**src/rtl/store_buffer.sv**
```systemverilog
// Posted-store write buffer between the MIPS core data port and a handshaked memory.
// Loads forward from the youngest buffered store and stall the core only on a miss.
module store_buffer #(
  parameter int DEPTH = 4,
  parameter int AW    = 32,
  parameter int DW    = 32
) (
  input  logic                   clk,
  input  logic                   reset,
  input  logic                   memwrite,
  input  logic                   memread,
  input  logic [AW-1:0]          adr,
  input  logic [DW-1:0]          writedata,
  output logic [DW-1:0]          readdata,
  output logic                   stall,
  output logic                   mem_req,
  output logic                   mem_we,
  output logic [AW-1:0]          mem_adr,
  output logic [DW-1:0]          mem_wd,
  input  logic                   mem_ack,
  input  logic [DW-1:0]          mem_rd,
  output logic [$clog2(DEPTH):0] count
);

  localparam int PW = $clog2(DEPTH);
  localparam int CW = PW + 1;
  localparam int TW = AW - 2;

  typedef enum logic [1:0] {IDLE = 2'd0, WR = 2'd1, RD = 2'd2} state_t;

  state_t          r_state;
  logic [TW-1:0]   r_tag [DEPTH];
  logic [DW-1:0]   r_dat [DEPTH];
  logic [PW-1:0]   r_head;
  logic [PW-1:0]   r_tail;
  logic [CW-1:0]   r_count;

  logic            w_full;
  logic            w_enq;
  logic            w_pop;
  logic            w_rd_done;
  logic            w_hit;
  logic            w_miss;
  logic [DW-1:0]   w_fwd;
  logic [PW-1:0]   w_idx;

  assign w_full    = (r_count == CW'(DEPTH));
  assign w_enq     = memwrite & ~w_full;
  assign w_pop     = (r_state == WR) & mem_ack;
  assign w_rd_done = (r_state == RD) & mem_ack;
  assign w_miss    = memread & ~w_hit;
  assign count     = r_count;

  // Search oldest to youngest so the last match (youngest store) wins; the in-flight head stays valid.
  always_comb begin
    w_hit = 1'b0;
    w_fwd = '0;
    w_idx = '0;
    for (int i = 0; i < DEPTH; i++) begin
      w_idx = r_head + i[PW-1:0];
      if ((CW'(i) < r_count) && (r_tag[w_idx] == adr[AW-1:2])) begin
        w_hit = 1'b1;
        w_fwd = r_dat[w_idx];
      end else begin
        w_hit = w_hit;
      end
    end
  end

  // Core-facing load data and stall.
  always_comb begin
    stall = (memwrite & w_full) | (w_miss & ~w_rd_done);
    if (memread & w_hit) begin
      readdata = w_fwd;
    end else if (w_rd_done) begin
      readdata = mem_rd;
    end else begin
      readdata = '0;
    end
  end

  // FIFO storage written at the tail.
  always_ff @(posedge clk or posedge reset) begin
    if (reset) begin
      for (int i = 0; i < DEPTH; i++) begin
        r_tag[i] <= '0;
        r_dat[i] <= '0;
      end
    end else if (w_enq) begin
      r_tag[r_tail] <= adr[AW-1:2];
      r_dat[r_tail] <= writedata;
    end
  end

  // Head/tail pointers wrap naturally because DEPTH is a power of two.
  always_ff @(posedge clk or posedge reset) begin
    if (reset) begin
      r_head  <= '0;
      r_tail  <= '0;
      r_count <= '0;
    end else begin
      if (w_enq) r_tail <= r_tail + 1'b1;
      if (w_pop) r_head <= r_head + 1'b1;
      case ({w_enq, w_pop})
        2'b10:   r_count <= r_count + 1'b1;
        2'b01:   r_count <= r_count - 1'b1;
        default: r_count <= r_count;
      endcase
    end
  end

  // Memory request FSM: a load miss takes priority over draining; requests hold until ack.
  always_ff @(posedge clk or posedge reset) begin
    if (reset) begin
      r_state <= IDLE;
      mem_req <= 1'b0;
      mem_we  <= 1'b0;
      mem_adr <= '0;
      mem_wd  <= '0;
    end else begin
      case (r_state)
        IDLE: begin
          if (w_miss) begin
            r_state <= RD;
            mem_req <= 1'b1;
            mem_we  <= 1'b0;
            mem_adr <= {adr[AW-1:2], 2'b00};
          end else if (r_count != '0) begin
            r_state <= WR;
            mem_req <= 1'b1;
            mem_we  <= 1'b1;
            mem_adr <= {r_tag[r_head], 2'b00};
            mem_wd  <= r_dat[r_head];
          end
        end
        WR, RD: begin
          if (mem_ack) begin
            r_state <= IDLE;
            mem_req <= 1'b0;
          end
        end
        default: begin
          r_state <= IDLE;
          mem_req <= 1'b0;
        end
      endcase
    end
  end

endmodule

```
**config.mk**
```make
export PLATFORM = sky130hd
export DESIGN_NAME = store_buffer
export DESIGN_NICKNAME = d
export VERILOG_FILES = /design/src/rtl/store_buffer.sv
export SDC_FILE = /design/constraint.sdc
export NUM_CORES = 1
export LEC_CHECK = 0
export ABC_AREA = 1
export CAP_MARGIN = 25
export CORE_AREA = 2 2 302 304
export DETAILED_ROUTE_END_ITERATION = 6
export DIE_AREA = 0 0 304 306
export PLACE_DENSITY = 0.47
export SETUP_SLACK_MARGIN = 0.2
export SLEW_MARGIN = 5
export SYNTH_ARGS = -nofsm -noshare
export SYNTH_HDL_FRONTEND = slang
export SYNTH_SLANG_ARGS = --single-unit
```
**constraint.sdc**
```tcl
create_clock -name clk -period 11.6 [get_ports clk]
set_input_delay 1.74 -clock clk [delete_from_list [all_inputs] [get_ports clk]]
set_output_delay 1.74 -clock clk [all_outputs]
set_load 0.02 [all_outputs]
```
==> Word-level counts from Yosys, hierarchy flattened <==
Index checks and enable logic that the tools add are counted.
{ "totals": {"reg_bits": 323, "out_inout_bits": 102} }
{ "classes": {"muxes": 52, "n_reduce_logical": 13, "order_cmp": 10, "bitwise": 17, "n_addsub": 6, "eq_ne": 11} }
{ "ops": {"columns": ["operator", "count"], "rows": [
  ["$mux 32", 17],
  ["$mux 30", 9],
  ["$bmux 32 s2", 4],
  ["$bmux 30 s2", 4],
  ["$bwmux 128", 1],
  ["$bwmux 120", 1],
  ["$eq 30x30->1", 4],
  ["$demux 32 s2", 1],
  ["$demux 30 s2", 1],
  ["$ge 3x3->1 const B", 5],
  ["$not 2->3", 5],
  ["$mux 1", 8],
  ["$and 1x1->1", 7],
  ["$lt 1x3->1 const A", 2],
  ["$lt 2x3->1 const A", 2],
  ["$mux 2", 3],
  ["$pmux 3 s2", 1],
  ["$logic_and 1x1->1", 5],
  ["$add 2x1->2 const B", 2],
  ["$add 2x2->2 const B", 2],
  ["$eq 2x1->1 const B", 2],
  ["$eq 2x2->1 const B", 2],
  ["$not 1->1", 4],
  ["$pmux 2 s2", 1],
  ["other kinds (14)", 16]
]} }

==> Longest topological paths before layout <==
Gate-level depths: netlist (run 1).
{ "depth": {"ltp_word": 14, "depth_mapped": 22, "mapped_depth_nobuf": 20} }

==> Worst setup path before layout (run 1) <==
Ideal clock, no wire load.
{ "synth_timing": {"kind": "input to output", "startpoint": "in adr[21]", "endpoint": "out stall", "slack_ns": 6.458, "arrival_ns": 3.402, "path_stages": 13, "n_path_buf": 2, "cell_sequence": "clkbuf_1 -> inv_1 -> nand3_1 -> nand2_1 -> nor2_1 -> nand2_1 -> nor2_1 -> nand2_1 -> nor2_1 -> nor2_2 -> nand3_2 -> buf_2 -> o21ai_0"} }
{ "synth_via": {"elab_chain_cells": 10, "word_cells_on_any_way": 16} }
{ "synth_lines": {"columns": ["element", "line", "text"], "rows": [
  ["start: declaration", "12", "input logic [AW-1:0] adr,"],
  ["$eq 30x30->1", "61", "if ((CW'(i) < r_count) && (r_tag[w_idx] == adr[AW-1:2])) begin"],
  ["$logic_and 1x1->1", "61", null],
  ["$mux 1 (3 in a row)", "61", null],
  ["$mux 1 *", "61", null],
  ["$not 1->1 *", "51", "assign w_miss = memread & ~w_hit;"],
  ["$and 1x1->1 *", "51", null],
  ["$and 1x1->1 *", "72", "stall = (memwrite & w_full) | (w_miss & ~w_rd_done);"],
  ["$or 1x1->1 *", "72", null],
  ["end: declaration", "15", "output logic stall,"]
]} }
Every way passes the cells marked *; elsewhere a longest branch is shown, timed or not.

==> Worst setup path in the final report (run 1) <==
{ "layout_timing": {"startpoint": "reg r_head[1]", "endpoint": "out readdata[19]"} }
{ "layout_via": {"elab_chain_cells": 12, "word_cells_on_any_way": 49} }
{ "layout_lines": {"columns": ["element", "line", "text"], "rows": [
  ["start: declaration", "34", "logic [PW-1:0] r_head;"],
  ["start signal: assignment", "103", "if (w_pop) r_head <= r_head + 1'b1;"],
  ["$add 2x1->2 / $not 2->3 (equally long branches)", "60, 61, 63", null],
  ["$not 2->3 (implied by the code) / $bmux 30 s2 (equally long branches)", "61, 63", null],
  ["$bmux 30 s2 / $mux 30 (equally long branches)", "61", null],
  ["$mux 30 (implied by the code)", "61", null],
  ["$mux 30 (implied by the code) / $eq 30x30->1 (equally long branches)", "61", null],
  ["$eq 30x30->1 / $logic_and 1x1->1 (equally long branches)", "61", null],
  ["$logic_and 1x1->1 / $mux 1 (equally long branches)", "61", null],
  ["$mux 1 (3 in a row)", "61", null],
  ["$and 1x1->1", "73", "if (memread & w_hit) begin"],
  ["$mux 32 *", "73", null],
  ["end: declaration", "14", "output logic [DW-1:0] readdata,"]
]} }
Every way passes the cells marked *; elsewhere a longest branch is shown, timed or not. The select of a mux whose other input is x is not followed.

==> results of run 1 <==
## power groups by stage
stage / clock, uW / sequential, uW / combinational, uW
2_1_floorplan: 0 / 2060 / 3020
3_3_place_gp: 0 / 2020 / 4380
3_5_place_dp: 0 / 2020 / 4420
4_1_cts: 1490 / 2010 / 4430
5_1_grt: 1530 / 2090 / 5070
6_report: 1450 / 2010 / 4400
## cell families after synthesis
group | after synthesis | synth area share [%]
buffers and inverters | 534 | 9.518
adders and majority gates | 12 | 0.6762
xor gates and xnor gates | 10 | 0.3945
AOI/OAI and AO/OA | 579 | 13.79
other | 1 | 0.01689
DFF | 321 | 36.18
and+or+nand+nor | 2205 | 39.43
## worst max path at each step
stage | endpoint | slack [ps] | depth (start not counted)
6_report | readdata[19] | 2980 | 19
5_1_grt | readdata[19] | 2510 | 19
4_1_cts | readdata[19] | 2940 | 19
3_5_place_dp | readdata[19] | 3050 | 19
3_3_place_gp | readdata[19] | 2990 | 19
2_1_floorplan | count[0] | 980 | 1
## state kept, by name, indices dropped and copies added, names as in the netlist
name,count
mem_we,1
r_head,2
r_dat,128
r_tail,2
r_tag,120
r_state,2
count,3
mem_req,1
mem_wd,32
mem_adr,30
## synthesized netlist by cell type
cell	n
conb_1	1
clkbuf_1	128
nor2_1	147
nor3_1	1
dfrtp_1	321
xor2_1	8
o21ai_1	37
a21oi_2	1
xnor2_1	2
nand2_2	3
o211ai_1	32
nand2_1	1723
buf_1	25
and2_1	1
ha_1	12
nor2_4	1
buf_2	69
clkinv_1	1
nand4_1	30
nor2_2	3
buf_4	6
inv_1	301
nand3_1	295
inv_2	4
o21ai_0	441
a21oi_1	36
a211oi_1	32
nand3_2	1
## per-stage QoR
| step | total power (uW) | cells |
|---|---|---|
| 2_1_floorplan | 5078 | 3663 |
| 3_3_place_gp | 6399 | 4840 |
| 3_5_place_dp | 6442 | 4841 |
| 4_1_cts | 7934 | 4920 |
| 5_1_grt | 8689 | 4920 |
| 6_report | 7861 | 4920 |
## critical path: stages (launching register included)
cell and delay, ps:
dfrtp_4 430, buf_4 670, buf_4 790, nand3_1 160, nand2_1 130, xor2_1 310
nand3_1 250, nor2_1 150, nand2_1 110, nor2_4 90, buf_4 680, nor2_2 70
buf_4 320, nand2_1 140, nand2_2 480, buf_4 500, nor2_1 150, nand2_1 90
nand2_1 70, clkdlybuf4s50_1 600
## cell type report
class	count	area [sq um]	area share (%)
Clock inverter	18	255.2	0.9605
Clock buffer	61	1265	4.760
Inverter	306	1161	4.369
Sequential cell	321	8040	30.25
Tap cell	1176	1471	5.537
Timing Repair Buffer	230	2267	8.531
Multi-Input combinational cell	2808	12120	45.59
## metal layers
layer  routed length [um]  share of wire (%)  up-vias
met5                   12              0.014        -
met4                 2162                2.6        2
met3                 4082                4.9      115
met2                37410                 45      531
met1                39600                 48    10600
li1                     -                  -    11660
==> impl_metrics.tcl, run 1 <==
set metrics [dict create \
    status "finished, final reports clean" \
    cap_violations 0 \
    crit_type "flip-flop to output pin" \
    required_ps 9860 \
    reg2reg_depth 19 \
    tightestPinTransition_ps 997.7 \
    routed_wl_um 83270 \
    coreArea_sq_um 89600 \
    grt_pass1_vias 21200 \
    dpl_cell_area_sq_um 25060 \
    clkPwrFrac_pct 18.4 \
    netlist_instances 3662 \
    path_clk_slew_ps 50 \
    hold_path_class "flip-flop to flip-flop" \
    layout_commonest_cell "nand2_1" \
    cts_root_buffer "clkbuf_16" \
    pre_cts_ws_ps 3050 \
    rsz0062_at_grt "false" \
    p_comb_share_pct 56.0 \
    syn2layout_area_growth_pct 19.70 \
    met2_usage_pct 28.74 \
    p_seq_share_pct 25.6 \
    hold_path_end "mem_we" \
    clock_latency_ps 580 \
    setup.worst_path.start_class "flip-flop" \
    synth.distinct_cells 28 \
    hold_depth 2 \
    initial_core_util_pct 24.78 \
    clock_skew_ps 23.17 \
    wl_per_cell_um 16.92 \
    hold_violations 0 \
    synth_seq_cells 321 \
    vias 22910 \
    rr_endpoint "mem_wd[0]" \
    io_pins 203 \
    ant_nets 0 \
    post_cts_buffers 0 \
    die_y_um 306 \
    fin_ws_ps 2983 \
    die_x_um 304 \
    holdWs_ps 474.5 \
    final_core_util_pct 29.66 \
    swShare_pct 50.36 \
    drt_iter0_drc 1892 \
    synthDominantCellAreaShare_pct 36.18 \
    crit_fanout 68 \
    clockBufferDepth 3 \
    setup_tns_ps 0 \
    power.internal_uw 3902 \
    dr.pass1.iters 6 \
    synth.avg_cell_area_sq_um 6.063 \
    grt_busiest_layer "met2" \
    yosysTopAreaCell "dfrtp_1" \
    cts_tree "yes" \
    n_fill_cell 10020 \
    p_leak_uw 0.01370 \
    post-route-min-period_ps 8617 \
    timing.final.crit_share_pct 74.28 \
    port_buffers 198 \
    num_rows 110 \
    cts_buffers 43 \
    power-per-cell-area_nw_per_um2 295.8 \
    final-setup-viol-count 0 \
    synthTopCellsByArea "dfrtp_1 (36%), nand2_1 (29%), o21ai_0 (9.9%), nand3_1 (6.6%), inv_1 (5.1%)" \
    met1_usage_pct 24.45 \
    p_sw_uw 3959 \
    slew_headroom_pct 33.49 \
    cts_resized 0 \
    synth_seq_area_share_pct 36.18 \
    regToRegSetupSlack_ps 5180 \
    track_usage_pct 17.72 \
    r2r_start "r_head[1]" \
    grt_util_met3_pct 2.523 \
    synthesis.area_sq_um 22200 \
    nNetsFinal 3823 \
    layout-drive-gt1-share_pct 3.392 \
    critPathCaptureType "output pin" \
    worstPathArrival_ps 6880 \
    place_congestion 0.8440 \
    max_freq_ghz 0.1161 \
    slew_viol_final 0 \
    vias_per_cell 4.656 \
    yosysWarnings 0 \
    grt_pass1_wl_um 128900 \
    ir_drop_v 0.0002258 \
    min_from "mem_we" \
    n_antenna_cell 0 \
    crit_path_start "r_head[1]" \
    h-tree-depth 2 \
    grt_start_max_net_pins 208 \
    stdcell_area_sq_um 26580 \
    clock_sinks 321 \
    drc 0 \
    final_cell_mix "nand2_1 (1718), o21ai_0 (441), dfrtp_1 (319)" \
    dieArea_sq_um 93020 \
    dp_hpwl_um 53530 \
    postCtsHoldBufs 0 \
    grt-ovfl-total 0 \
    antenna_found_initial 1 \
]
Power figures use the tool's default switching activity.
==> inputs of run 2 (changes only) <==
- PLACE_DENSITY: 0.47 -> 0.48
- clock period: 11.6 -> 7.44 ns (I/O delays scaled with it)
==> impl_metrics.tcl, run 2 (synthesis results as in run 1) <==
set metrics [dict create \
    crit_fanout 65 \
    worstPathArrival_ps 5390 \
    postCtsHoldBufs 0 \
    critPathMaxStageDelay_ps 790 \
    clockBufferDepth 3 \
    cts_buffers 42 \
    clock_skew_ps 37.73 \
    final-setup-viol-count 0 \
    num_rows 110 \
    fin_ws_ps 934.7 \
    reg2reg_depth 18 \
    place_congestion 0.8236 \
    vias 22740 \
    routed_wl_um 81340 \
    required_ps 6320 \
    layout-drive-gt1-share_pct 3.489 \
    p_seq_share_pct 25.8 \
    cpMaxStageDelayCell "buf_4" \
    h-tree-depth 2 \
    grt_pass1_vias 21160 \
    wl_per_cell_um 16.49 \
    cap_violations 0 \
    dp_hpwl_um 53010 \
    io_pins 203 \
    die_x_um 304 \
    post_cts_buffers 0 \
    clkPwrFrac_pct 17.8 \
    crit_path_start "r_head[1]" \
    power_uw 12180 \
    max_freq_ghz 0.1537 \
    p_leak_uw 0.01372 \
    grt_start_max_net_pins 180 \
    pre_cts_ws_ps 1398 \
    crit_cells 17 \
    slew_viol_final 0 \
    min_from "mem_we" \
    rr_endpoint "mem_wd[26]" \
    cp_top_family "buffers and inverters" \
    crit_buf_inv 4 \
    power-per-cell-area_nw_per_um2 457.3 \
    regMostFlops "r_dat" \
    swShare_pct 50.37 \
    initial_core_util_pct 24.78 \
    crit_type "flip-flop to output pin" \
    setup.worst_path.start_class "flip-flop" \
    crit_top_cell "nand2_1" \
    p_comb_share_pct 56.4 \
    layout_commonest_cell "nand2_1" \
    clock_latency_ps 590 \
    final_cell_mix "nand2_1 (1718), o21ai_0 (441), dfrtp_1 (319)" \
    hold_path_class "flip-flop to flip-flop" \
    ant_nets 0 \
    vias_per_cell 4.612 \
    critical_path.endpoint "readdata[27]" \
    path_clk_slew_ps 60 \
    timing.final.crit_share_pct 87.44 \
    track_usage_pct 17.26 \
    cts_tree "yes" \
    port_buffers 198 \
    r2r_start "r_head[1]" \
    dr.pass1.iters 6 \
    nNetsFinal 3834 \
    syn2layout_area_growth_pct 19.97 \
    rsz0062_at_grt "false" \
    grt-ovfl-total 0 \
    cp_cell_sequence "buf_4 > buf_4 > nand3_1 > nand2_1 > o21ai_1 > nor2_1 > nand2_1 > nor2_1 > nand2_1 > nor2_4 > buf_4 > o211ai_1 > nand2_1 > nand2_1 > nand2_1 > nand2_1 > clkdlybuf4s50_1" \
    post-route-min-period_ps 6505 \
    p_sw_uw 6135 \
    drt_iter0_drc 1512 \
    hold_violations 0 \
    power.internal_uw 6045 \
    regToRegSetupSlack_ps 2400 \
    grt_pass1_wl_um 126600 \
    tightestPinTransition_ps 1003 \
    largest_registers "r_dat: 128 flops, r_tag: 120 flops, mem_wd: 32 flops" \
    ir_drop_v 0.0002757 \
    status "finished, final reports clean" \
    cts_root_buffer "clkbuf_16" \
    largest_reg_flops 128 \
    slew_headroom_pct 33.13 \
    antenna_found_initial 5 \
    dieArea_sq_um 93020 \
    coreArea_sq_um 89600 \
    setup_tns_ps 0 \
    cts_resized 0 \
    die_y_um 306 \
    critPathCaptureType "output pin" \
    clock_sinks 321 \
    drc 0 \
]
run 2: changes by cell type in the layout (fill, tap and decap cells not counted), sizes merged:
cell / previous run / this run
buf: 32 / 44
clkinv: 12 / 5
clkbuf: 61 / 67
bufinv: 6 / 4
clkinvlp: 0 / 1
diode: 0 / 1
inv: 306 / 307
run 2: layout make-up:
type,instances,area [sq um]
diodes,1,2.502
clock buffers,67,1276
clock inverters,11,177.7
fillers,9973,62960
inverters,306,1157
multi-input cells,2808,12120
flip-flops and latches,321,8040
well taps,1176,1471
repair buffers,242,2395
run 2: metrics by stage:
stage | instance area, sq um | instances | util (%) | hold slack (ps)
2_1_floorplan | 22210 | 3663 | - | 453.0
3_3_place_gp | 25150 | 4852 | 28.07 | 457.9
3_5_place_dp | 25150 | 4852 | 28.07 | 460.8
4_1_cts | 26610 | 4930 | 29.69 | 475.3
5_1_grt | 26640 | 4932 | 29.73 | 494.8
6_report | 26640 | 4932 | 29.73 | 473.2
run 2: worst min path at each step:
stage	endpoint	cells after the start
final	mem_we	2
after detailed placement	mem_we	2
after CTS	mem_we	2
after floorplan	r_dat[0]	2
after global routing	mem_we	2
after global placement	mem_we	2
run 2: power groups by stage:
stage	clock network, uW	registers [uW]	logic, uW
after floorplan	0	3210	4710
after global placement	0	3160	6830
after detailed placement	0	3160	6900
after CTS	2240	3140	6920
after global routing	2300	3260	7880
final	2170	3150	6870
run 2: layer usage:
metal	up-vias	part of all wire [%]	wire length (um)	global-route usage, %
li1	11680	-	-	-
met1	10440	46	37710	23.36
met2	503	46	37460	28.63
met3	110	4.8	3911	2.143
met4	8	2.7	2198	5.369
met5	-	0.064	52	0
run 2: worst reg2reg max path: cells and delay by family, from the launching register on:
family                 cells  cell delay (ps)
AND/OR/NAND/NOR           12             1650
flip-flops                 1              510
AO/OA/AOI/OAI              1               70
buffers and inverters      5             2760
==> inputs of run 3 (changes only) <==
- CTS_CLUSTER_DIAMETER: default -> 60
==> impl_metrics.tcl, run 3 (synthesis results as in run 1) <==
set metrics [dict create \
    grt_pass1_wl_um 126700 \
    clkPwrFrac_pct 17.9 \
    port_buffers 198 \
    largest_reg_flops 128 \
    cts_root_buffer "clkbuf_16" \
    timing.final.crit_share_pct 88.02 \
    swShare_pct 50.63 \
    io_pins 203 \
    p_leak_uw 0.01373 \
    worstPathArrival_ps 5430 \
    post-route-min-period_ps 6549 \
    place_congestion 0.8236 \
    holdWs_ps 472.6 \
    grt_pass1_vias 21180 \
    multi_input_area_sq_um 12120 \
    setup.worst_path.start_class "flip-flop" \
    track_usage_pct 17.28 \
    layout_commonest_cell "nand2_1" \
    crit_fanout 65 \
    num_rows 110 \
    grt-ovfl-total 0 \
    slew_headroom_pct 35.23 \
    cts_buffers 44 \
    regArea_sq_um 8040 \
    n_fill_cell 9971 \
    nNetsFinal 3836 \
    cts_resized 0 \
    clockBufferDepth 3 \
    fin_ws_ps 891.2 \
    die_x_um 304 \
    antenna_found_initial 5 \
    ir_drop_v 0.0002779 \
    crit_buf_inv 4 \
    p_comb_share_pct 56.3 \
    drt_iter0_drc 1675 \
    pre_cts_ws_ps 1398 \
    critPathCaptureType "output pin" \
    vias_per_cell 4.613 \
    setup_tns_ps 0 \
    cp_top_family "buffers and inverters" \
    rsz0062_at_grt "false" \
    regMostFlops "r_dat" \
    drc 0 \
    dr.pass1.iters 6 \
    path_clk_slew_ps 60 \
    layout-drive-gt1-share_pct 3.726 \
    postCtsHoldBufs 0 \
    cts_tree "yes" \
    power-per-cell-area_nw_per_um2 457.2 \
    die_y_um 306 \
    crit_type "flip-flop to output pin" \
    post_cts_buffers 0 \
    initial_core_util_pct 24.78 \
    dp_hpwl_um 53010 \
    ant_nets 0 \
    dieArea_sq_um 93020 \
    grt_start_max_net_pins 180 \
    power.internal_uw 6018 \
    wl_per_cell_um 16.50 \
    clock_sinks 321 \
    cpMaxStageDelayCell "buf_4" \
    required_ps 6320 \
    clock_skew_ps 27.41 \
    routed_wl_um 81430 \
    status "finished, final reports clean" \
    cp_cell_sequence "buf_4 > buf_4 > nand3_1 > nand2_1 > o21ai_1 > nor2_1 > nand2_1 > nor2_1 > nand2_1 > nor2_4 > buf_4 > o211ai_1 > nand2_1 > nand2_1 > nand2_1 > nand2_1 > clkdlybuf4s50_1" \
    vias 22770 \
    h-tree-depth 2 \
    critPathMaxStageDelay_ps 790 \
    cap_violations 0 \
    syn2layout_area_growth_pct 20.10 \
    max_freq_ghz 0.1527 \
    largest_registers "r_dat: 128 flops, r_tag: 120 flops, mem_wd: 32 flops" \
    final_cell_mix "nand2_1 (1718), o21ai_0 (441), dfrtp_1 (319)" \
    hold_violations 0 \
    clock_latency_ps 600 \
    slew_viol_final 0 \
    p_seq_share_pct 25.8 \
    p_sw_uw 6173 \
    tightestPinTransition_ps 971.5 \
    final-setup-viol-count 0 \
    crit_top_cell "nand2_1" \
    coreArea_sq_um 89600 \
    hold_path_class "flip-flop to flip-flop" \
]
[run 3: cell types whose count changed in the layout (fill, tap and decap cells not counted), moves of 2 or more]
cell	before	now
clkbuf_1	13	6
clkbuf_8	11	9
clkinv_2	4	8
clkinv_4	0	2
clkinvlp_4	1	4
[run 3: cell type report]
type                    count  area share, %
multi-input cells        2808          45.44
flip-flops and latches    321          30.15
repair buffers            242          8.981
well taps                1176          5.518
clock buffers              59          4.678
inverters                 306          4.340
clock inverters            21         0.8728
diodes                      2        0.01877
[run 3: final timing paths]
kind / slack [ps] / end / from / depth (start not counted)
worst max register to register: 2400 / mem_wd[26] / r_head[1] / 18
min in group asynchronous: 890 / r_dat[62] / reset / 2
worst min-delay path: 470 / mem_we / mem_we / 2
max in group asynchronous: 4970 / r_dat[11] / reset / 4
worst min register to register: 470 / mem_we / mem_we / 2
worst max-delay path: 890 / readdata[27] / r_head[1] / 17
[run 3: worst register-to-register path, stage by stage (launching register included)]
cell,delay [ps]
dfrtp_4,510
buf_4,690
buf_4,810
nand3_1,150
nand2_1,150
o21ai_1,70
nor2_1,170
nand2_1,80
nor2_1,80
nand2_1,120
nor2_4,170
nor2_2,60
buf_4,280
nand3_2,160
buf_4,410
nand2_2,110
inv_2,570
nand2_1,290
nand2_1,120
[run 3: routing by layer]
| layer | share of wire (%) | global-route usage, % | routed length (um) |
|---|---|---|---|
| met4 | 2.7 | 5.392 | 2203 |
| met3 | 4.9 | 2.081 | 3995 |
| met5 | 0.064 | 0 | 52 |
| met2 | 46 | 28.67 | 37320 |
| met1 | 46 | 23.41 | 37860 |
[run 3: per-stage QoR]
stage	total power [uW]	util, %	cell area [sq um]	instances
2_1_floorplan	7919	-	22210	3663
3_3_place_gp	9991	28.07	25150	4852
3_5_place_dp	10060	28.07	25150	4852
4_1_cts	12310	29.72	26630	4932
5_1_grt	13470	29.76	26660	4934
6_report	12190	29.76	26660	4935
[run 3: power groups by stage]
| stage | sequential [uW] | clock [uW] | combinational (uW) |
|---|---|---|---|
| floorplan | 3210 | 0 | 4710 |
| detailed placement | 3160 | 0 | 6900 |
| global route | 3270 | 2320 | 7880 |
| global placement | 3160 | 0 | 6830 |
| CTS | 3140 | 2250 | 6920 |
| finish | 3150 | 2180 | 6860 |
